File: src/rtl/sfp_acc_row_if.sv
`default_nettype none
// ---------------------------------------------------------------------------
// sfp_acc_row_if : psum-in / result-out valid-ready bundle for sfp_acc_row
// Revision: 1.0
// ---------------------------------------------------------------------------
interface sfp_acc_row_if #(
    parameter int psum_bw = 16,
    parameter int col     = 8
);
    logic                     in_valid;
    logic                     in_ready;
    logic [psum_bw*col-1:0]   in;
    logic                     out_valid;
    logic                     out_ready;
    logic [psum_bw*col-1:0]   out;

    modport master (
        output in_valid, in, out_ready,
        input  in_ready, out_valid, out
    );

    modport slave (
        input  in_valid, in, out_ready,
        output in_ready, out_valid, out
    );
endinterface
`default_nettype wire

File: src/rtl/sfp_acc_row.sv
`default_nettype none
// ---------------------------------------------------------------------------
// sfp_acc_row : per-lane psum accumulate, activation (pass/ReLU/leaky), saturate
// Revision: 1.0
// ---------------------------------------------------------------------------
module sfp_acc_row #(
    parameter int psum_bw = 16,
    parameter int col     = 8,
    parameter int acc_bw  = psum_bw + 8
) (
    input  wire logic         clk,
    input  wire logic         reset,
    input  wire logic [7:0]   cfg_acc_len,
    input  wire logic [1:0]   cfg_mode,
    input  wire logic [3:0]   cfg_shift,
    sfp_acc_row_if.slave      bus,
    output logic              busy
);

    typedef enum logic [1:0] {
        IDLE = 2'd0,
        ACC  = 2'd1,
        DONE = 2'd2
    } state_t;

    localparam logic signed [acc_bw-1:0] SAT_MAX =
        {{(acc_bw-psum_bw+1){1'b0}}, {(psum_bw-1){1'b1}}};
    localparam logic signed [acc_bw-1:0] SAT_MIN =
        {{(acc_bw-psum_bw+1){1'b1}}, {(psum_bw-1){1'b0}}};

    state_t                   state;
    state_t                   state_nx;
    logic [7:0]               len_q;
    logic [1:0]               mode_q;
    logic [3:0]               shift_q;
    logic [7:0]               count;
    logic [7:0]               len_eff;
    logic [1:0]               mode_eff;
    logic [3:0]               shift_eff;
    logic [7:0]               count_nx;
    logic                     accept;
    logic                     last_beat;
    logic [psum_bw*col-1:0]   res_vec;
    logic [psum_bw*col-1:0]   out_q;

    assign bus.in_ready  = reset && (state != DONE);
    assign bus.out_valid = (state == DONE);
    assign bus.out       = out_q;
    assign busy          = (state != IDLE);
    assign accept        = bus.in_valid && bus.in_ready;

    // In IDLE the live config applies to the first beat; afterwards the latched copy.
    always_comb begin
        len_eff   = len_q;
        mode_eff  = mode_q;
        shift_eff = shift_q;
        if (state == IDLE) begin
            len_eff   = (cfg_acc_len == 8'd0) ? 8'd1 : cfg_acc_len;
            mode_eff  = cfg_mode;
            shift_eff = cfg_shift;
        end
    end

    assign count_nx  = (state == IDLE) ? 8'd1 : count + 8'd1;
    assign last_beat = accept && (count_nx == len_eff);

    always_comb begin
        state_nx = state;
        case (state)
            IDLE:    if (accept) state_nx = last_beat ? DONE : ACC;
            ACC:     if (last_beat) state_nx = DONE;
            DONE:    if (bus.out_ready) state_nx = IDLE;
            default: state_nx = IDLE;
        endcase
    end

    always_ff @(posedge clk) begin
        if (!reset) begin
            state   <= IDLE;
            len_q   <= 8'd0;
            mode_q  <= 2'd0;
            shift_q <= 4'd0;
            count   <= 8'd0;
            out_q   <= '0;
        end else begin
            state <= state_nx;
            if (accept && state == IDLE) begin
                len_q   <= len_eff;
                mode_q  <= mode_eff;
                shift_q <= shift_eff;
            end
            if (accept) count <= count_nx;
            if (last_beat) out_q <= res_vec;
        end
    end

    for (genvar i = 0; i < col; i++) begin : g_lane
        logic signed [psum_bw-1:0] lane_raw;
        logic signed [acc_bw-1:0]  lane_ext;
        logic signed [acc_bw-1:0]  acc;
        logic signed [acc_bw-1:0]  sum;
        logic signed [acc_bw-1:0]  act;

        assign lane_raw = bus.in[i*psum_bw +: psum_bw];
        assign lane_ext = {{(acc_bw-psum_bw){lane_raw[psum_bw-1]}}, lane_raw};
        // The first beat of a burst overwrites rather than adds to old contents.
        assign sum      = (state == IDLE) ? lane_ext : acc + lane_ext;

        always_comb begin
            act = sum;
            if (sum[acc_bw-1]) begin
                if (mode_eff == 2'd1)      act = '0;
                else if (mode_eff == 2'd2) act = sum >>> shift_eff;
            end
        end

        assign res_vec[i*psum_bw +: psum_bw] =
            (act > SAT_MAX) ? SAT_MAX[psum_bw-1:0] :
            (act < SAT_MIN) ? SAT_MIN[psum_bw-1:0] :
                              act[psum_bw-1:0];

        always_ff @(posedge clk) begin
            if (!reset)      acc <= '0;
            else if (accept) acc <= sum;
        end
    end

endmodule
`default_nettype wire

File: src/flat_wrapper.sv
// flat-port wrapper written by rule: the top's interface ports become plain ports
module sfp_acc_row_flat 
#(
    parameter int psum_bw = 16,
    parameter int col     = 8,
    parameter int acc_bw  = psum_bw + 8
)
  (clk, reset, cfg_acc_len, cfg_mode, cfg_shift, busy, bus_in_valid, bus_in, bus_out_ready, bus_in_ready, bus_out_valid, bus_out);
  sfp_acc_row_if #(.psum_bw(psum_bw), .col(col)) bus_i ();
  input  wire logic clk;
  input  wire logic reset;
  input  wire logic [7:0] cfg_acc_len;
  input  wire logic [1:0] cfg_mode;
  input  wire logic [3:0] cfg_shift;
  output logic busy;
  input wire logic [$bits(bus_i.in_valid)-1:0] bus_in_valid;
  input wire logic [$bits(bus_i.in)-1:0] bus_in;
  input wire logic [$bits(bus_i.out_ready)-1:0] bus_out_ready;
  output wire logic [$bits(bus_i.in_ready)-1:0] bus_in_ready;
  output wire logic [$bits(bus_i.out_valid)-1:0] bus_out_valid;
  output wire logic [$bits(bus_i.out)-1:0] bus_out;
  assign bus_i.in_valid = bus_in_valid;
  assign bus_i.in = bus_in;
  assign bus_i.out_ready = bus_out_ready;
  assign bus_in_ready = bus_i.in_ready;
  assign bus_out_valid = bus_i.out_valid;
  assign bus_out = bus_i.out;
  sfp_acc_row #(.psum_bw(psum_bw), .col(col), .acc_bw(acc_bw)) u_core (.clk(clk), .reset(reset), .cfg_acc_len(cfg_acc_len), .cfg_mode(cfg_mode), .cfg_shift(cfg_shift), .bus(bus_i), .busy(busy));
endmodule
File: config.mk
export PLATFORM = sky130hd
export DESIGN_NAME = sfp_acc_row_flat
export DESIGN_NICKNAME = d
export VERILOG_FILES = /design/src/rtl/sfp_acc_row_if.sv /design/src/rtl/sfp_acc_row.sv /design/src/flat_wrapper.sv
export SDC_FILE = /design/constraint.sdc
export NUM_CORES = 2
export LEC_CHECK = 0
export ABC_AREA = 1
export ABC_CLOCK_PERIOD_IN_PS = 4000
export BUFFER_PORTS_ARGS = -buffer_cell sky130_fd_sc_hd__clkbuf_2
export CORE_MARGIN = 10
export CORE_UTILIZATION = 63
export DETAILED_ROUTE_END_ITERATION = 8
export PLACE_DENSITY = 0.92
export SLEW_MARGIN = 20
export SYNTH_ARGS = -nofsm -noshare
export SYNTH_HDL_FRONTEND = slang
export SYNTH_SLANG_ARGS = --single-unit
File: constraint.sdc
create_clock -name clk -period 4 [get_ports clk]
set_clock_uncertainty 0.1 [all_clocks]
set_input_delay 0.2 -clock clk [delete_from_list [all_inputs] [get_ports clk]]
set_output_delay 0.2 -clock clk [all_outputs]
set_load 0.01 [all_outputs]
==> results.toml <==
[logic_synthesis]
synth_top_cell_area_share_pct = 19.94
synth_cell_type_count = 62
async_flop_share_pct = 0
yosysWarnings = 0
netlist_instances = 7124
yosysTopAreaCell = "nand2_1"
synth_edf_count = 0
yosysSeqAreaShare_pct = 17.32
synth.avg_cell_area_um2 = 5.582
synth_seq_cells = 344
syn-num-nets = 7463
syn-cell-area_um2 = 39770
ys.flop_type = "dfxtp_1"
synth_area_leaders = "nand2_1 (20%), dfxtp_1 (17%), nand3_1 (13%), o21ai_0 (7.7%), a21oi_1 (7.0%)"

[final_layout]
area_growth_pct = 9.562
nNetsFinal = 7551
drive_above_1_share_pct = 9.014
nFillCells = 5842

[clock_tree]
cts_max_level = 2
cts.path.max_buffers = 3
clockRootBuffer = "clkbuf_16"
path_clk_slew_ps = 60
cts_tree = "yes"
cts.sinks = 344
numCtsBuffers = 43
clk_latency_ps = 600

[die]
fp-row-count = 92
pin_count = 277
die_area_um2 = 73570
die_h_um = 271.2
dieWidth_um = 271.2
coreArea_um2 = 62740
initial_utilization_pct = 63.39

[sta]
setup_ws_ps = 150.6
period_share_pct = 96.24
finalCriticalPeriod_ps = 3849
setup-tns-final_ps = 0
hold_viol = 0
drv_slew = 0
setup_viol = 0
fmax_mhz = 259.8
tightest_slew_ps = 1102
relSlewSlack_pct = 26.52
rsz0062_at_grt = "yes"

[global_routing]
grt_pass1_wl_um = 236300
grt_usage_pct = 38.19
grt_pass1_vias = 44870
antenna_found_initial = 4
grt_max_degree = 199
grt-ovfl-total = 0

[placed_design]
dpl_worst_slack_ps = 102.4
hpwl_um = 108500
port_buffers = 276
gp_congestion = 1.025

[routing]
drtIter0Drc = 7239
postRouteWirelength_um = 150600
drc = 32
wl_per_cell_um = 18.61
dr.pass1.iters = 9
via_count = 50420
ant_nets = 0
via_per_inst = 6.229

[critical_path]
arrival_ps = 4240
crit_type = "reg2reg"
path_max_fanout = 46
critical_path_required_ps = 4400
start_kind = "flip-flop"
critical_path.endpoint_type = "flip-flop"
reg2reg_setup_slack_ps = 150

[pwr]
switching_share_pct = 44.36
sequentialPowerShare_pct = 24.9
powerDensity_nw_per_um2 = 345.8
p_switching_mw = 6.683
pwr-share-clk_pct = 28.3
p_int_mw = 8.384
peakVddDrop_uv = 504.6
comb_power_share_pct = 46.8
leakagePower_nw = 21.60

[min_path]
worstHoldPathType = "in2reg"

[status]
violations = "DRC"
status = "complete, but fails checks"

[job]
maxCapViolCount = 0
## final cells by class
cell class	count	area, um^2	area share (%)
Tap cell	846	1059	2.430
Clock buffer	58	1235	2.834
Multi-Input combinational cell	5796	28910	66.37
Clock inverter	19	257.7	0.5916
Inverter	582	2225	5.106
Antenna cell	3	7.507	0.01723
Sequential cell	344	6887	15.81
Timing Repair Buffer	445	2984	6.849
## kinds of logic after synthesis
family,count (synthesis),share of synthesized area [%]
adder cells (fa/ha/maj),193,6.224
buffers and inverters,986,10.63
multiplexers,5,0.1259
AO/OA/AOI/OAI,1504,20.43
XOR/XNOR,83,1.828
AND/OR/NAND/NOR,4009,43.44
flip-flops,344,17.32
## critical path, stage by stage, from the launching register on
cell and delay, ps:
dfxtp_1 350, nor2_4 220, buf_12 150, buf_6 320, nand2_1 120, o21ai_1 100
buf_4 190, nand2_8 210, inv_6 410, buf_4 390, nand2_1 100, nand2_1 90
nand2_1 50, o21ai_0 70, nand2_1 70, nor2_1 140, nand3_2 160, nand2_4 150
nand3_1 140, nand2_1 100, inv_1 40
## power by group through the flow
| stage | combinational, mW | clock (mW) | sequential [mW] |
|---|---|---|---|
| global route | 7.77 | 4.38 | 3.76 |
| floorplan | 5.05 | 0 | 3.78 |
| detailed placement | 6.66 | 0 | 3.82 |
| finish | 7.06 | 4.26 | 3.75 |
| CTS | 6.75 | 4.25 | 3.74 |
| global placement | 6.59 | 0 | 3.81 |
## Yosys cell counts, drive strengths merged, types with 4 or more instances
cell,number
nand3b,18
nand2,2141
or2,59
dfxtp,344
nand3,1081
fa,8
nor4,4
and2,9
xor2,27
buf,226
a21boi,11
a22oi,46
a31oi,29
o21a,42
a2bb2oi,6
xnor2,56
inv,579
mux2i,5
ha,185
nand4,83
a21oi,569
nor2,586
o211ai,56
nor3,23
o22ai,9
o21bai,15
o21ai,710
clkbuf,178
## layout by cell type, fill, tap and decap left out, types with 53 or more instances in the layout
cell              n
o21ai_1          98
nand3_1        1054
nor2_1          559
dfxtp_1         344
nand2_1        2107
dlygate4sd3_1    53
o21ai_0         608
clkbuf_2        275
a21oi_1         549
ha_1            184
xnor2_1          56
inv_1           552
o211ai_1         56
buf_4           100
nand4_1          83
## sequential cells by signal (all words and copies together), names as in the netlist
name               flops
u_core.g_lane.acc    192
u_core.bus.out       128
u_core.count           8
u_core.len_q           8
u_core.shift_q         4
u_core.mode_q          2
u_core.state           2
## repair_timing
action | 4_1_cts | 5_1_grt
hold buffers | 53 | 0
hold endpoints to repair | 88 | 0
buffers inserted | 0 | 6
setup endpoints to repair | 0 | 120
resized for setup | 0 | 56
## through the flow
step | util, % | area (um^2) | hold WS, ps | power (mW) | cells
finish | 69.45 | 43570 | 13.88 | 15.07 | 8093
global route | 69.45 | 43570 | 39.10 | 15.91 | 8093
CTS | 68.94 | 43250 | 0.5404 | 14.75 | 8082
detailed placement | 65.72 | 41230 | 344.2 | 10.48 | 7952
global placement | 65.72 | 41230 | 338.5 | 10.39 | 7952
floorplan | - | 39770 | 248.8 | 8.826 | 7124
## routing by layer
metal / vias to the layer above / part of all wire, % / track usage (%)
li1: 23990 / - / -
met1: 22740 / 39 / 49.37
met2: 3148 / 45 / 61.34
met3: 538 / 11 / 6.726
met4: 2 / 4.9 / 17.28
met5: - / 0.0086 / 0
## worst paths after layout
kind               startpoint  cells after the start                      end
max           u_core.state[0]                     20        u_core.bus.out[1]
min                 bus_in[9]                      5  u_core.g_lane[0].acc[9]
max reg2reg   u_core.state[0]                     20        u_core.bus.out[1]
min reg2reg  u_core.mode_q[1]                      2         u_core.mode_q[1]
Power figures use the tool's default switching activity.
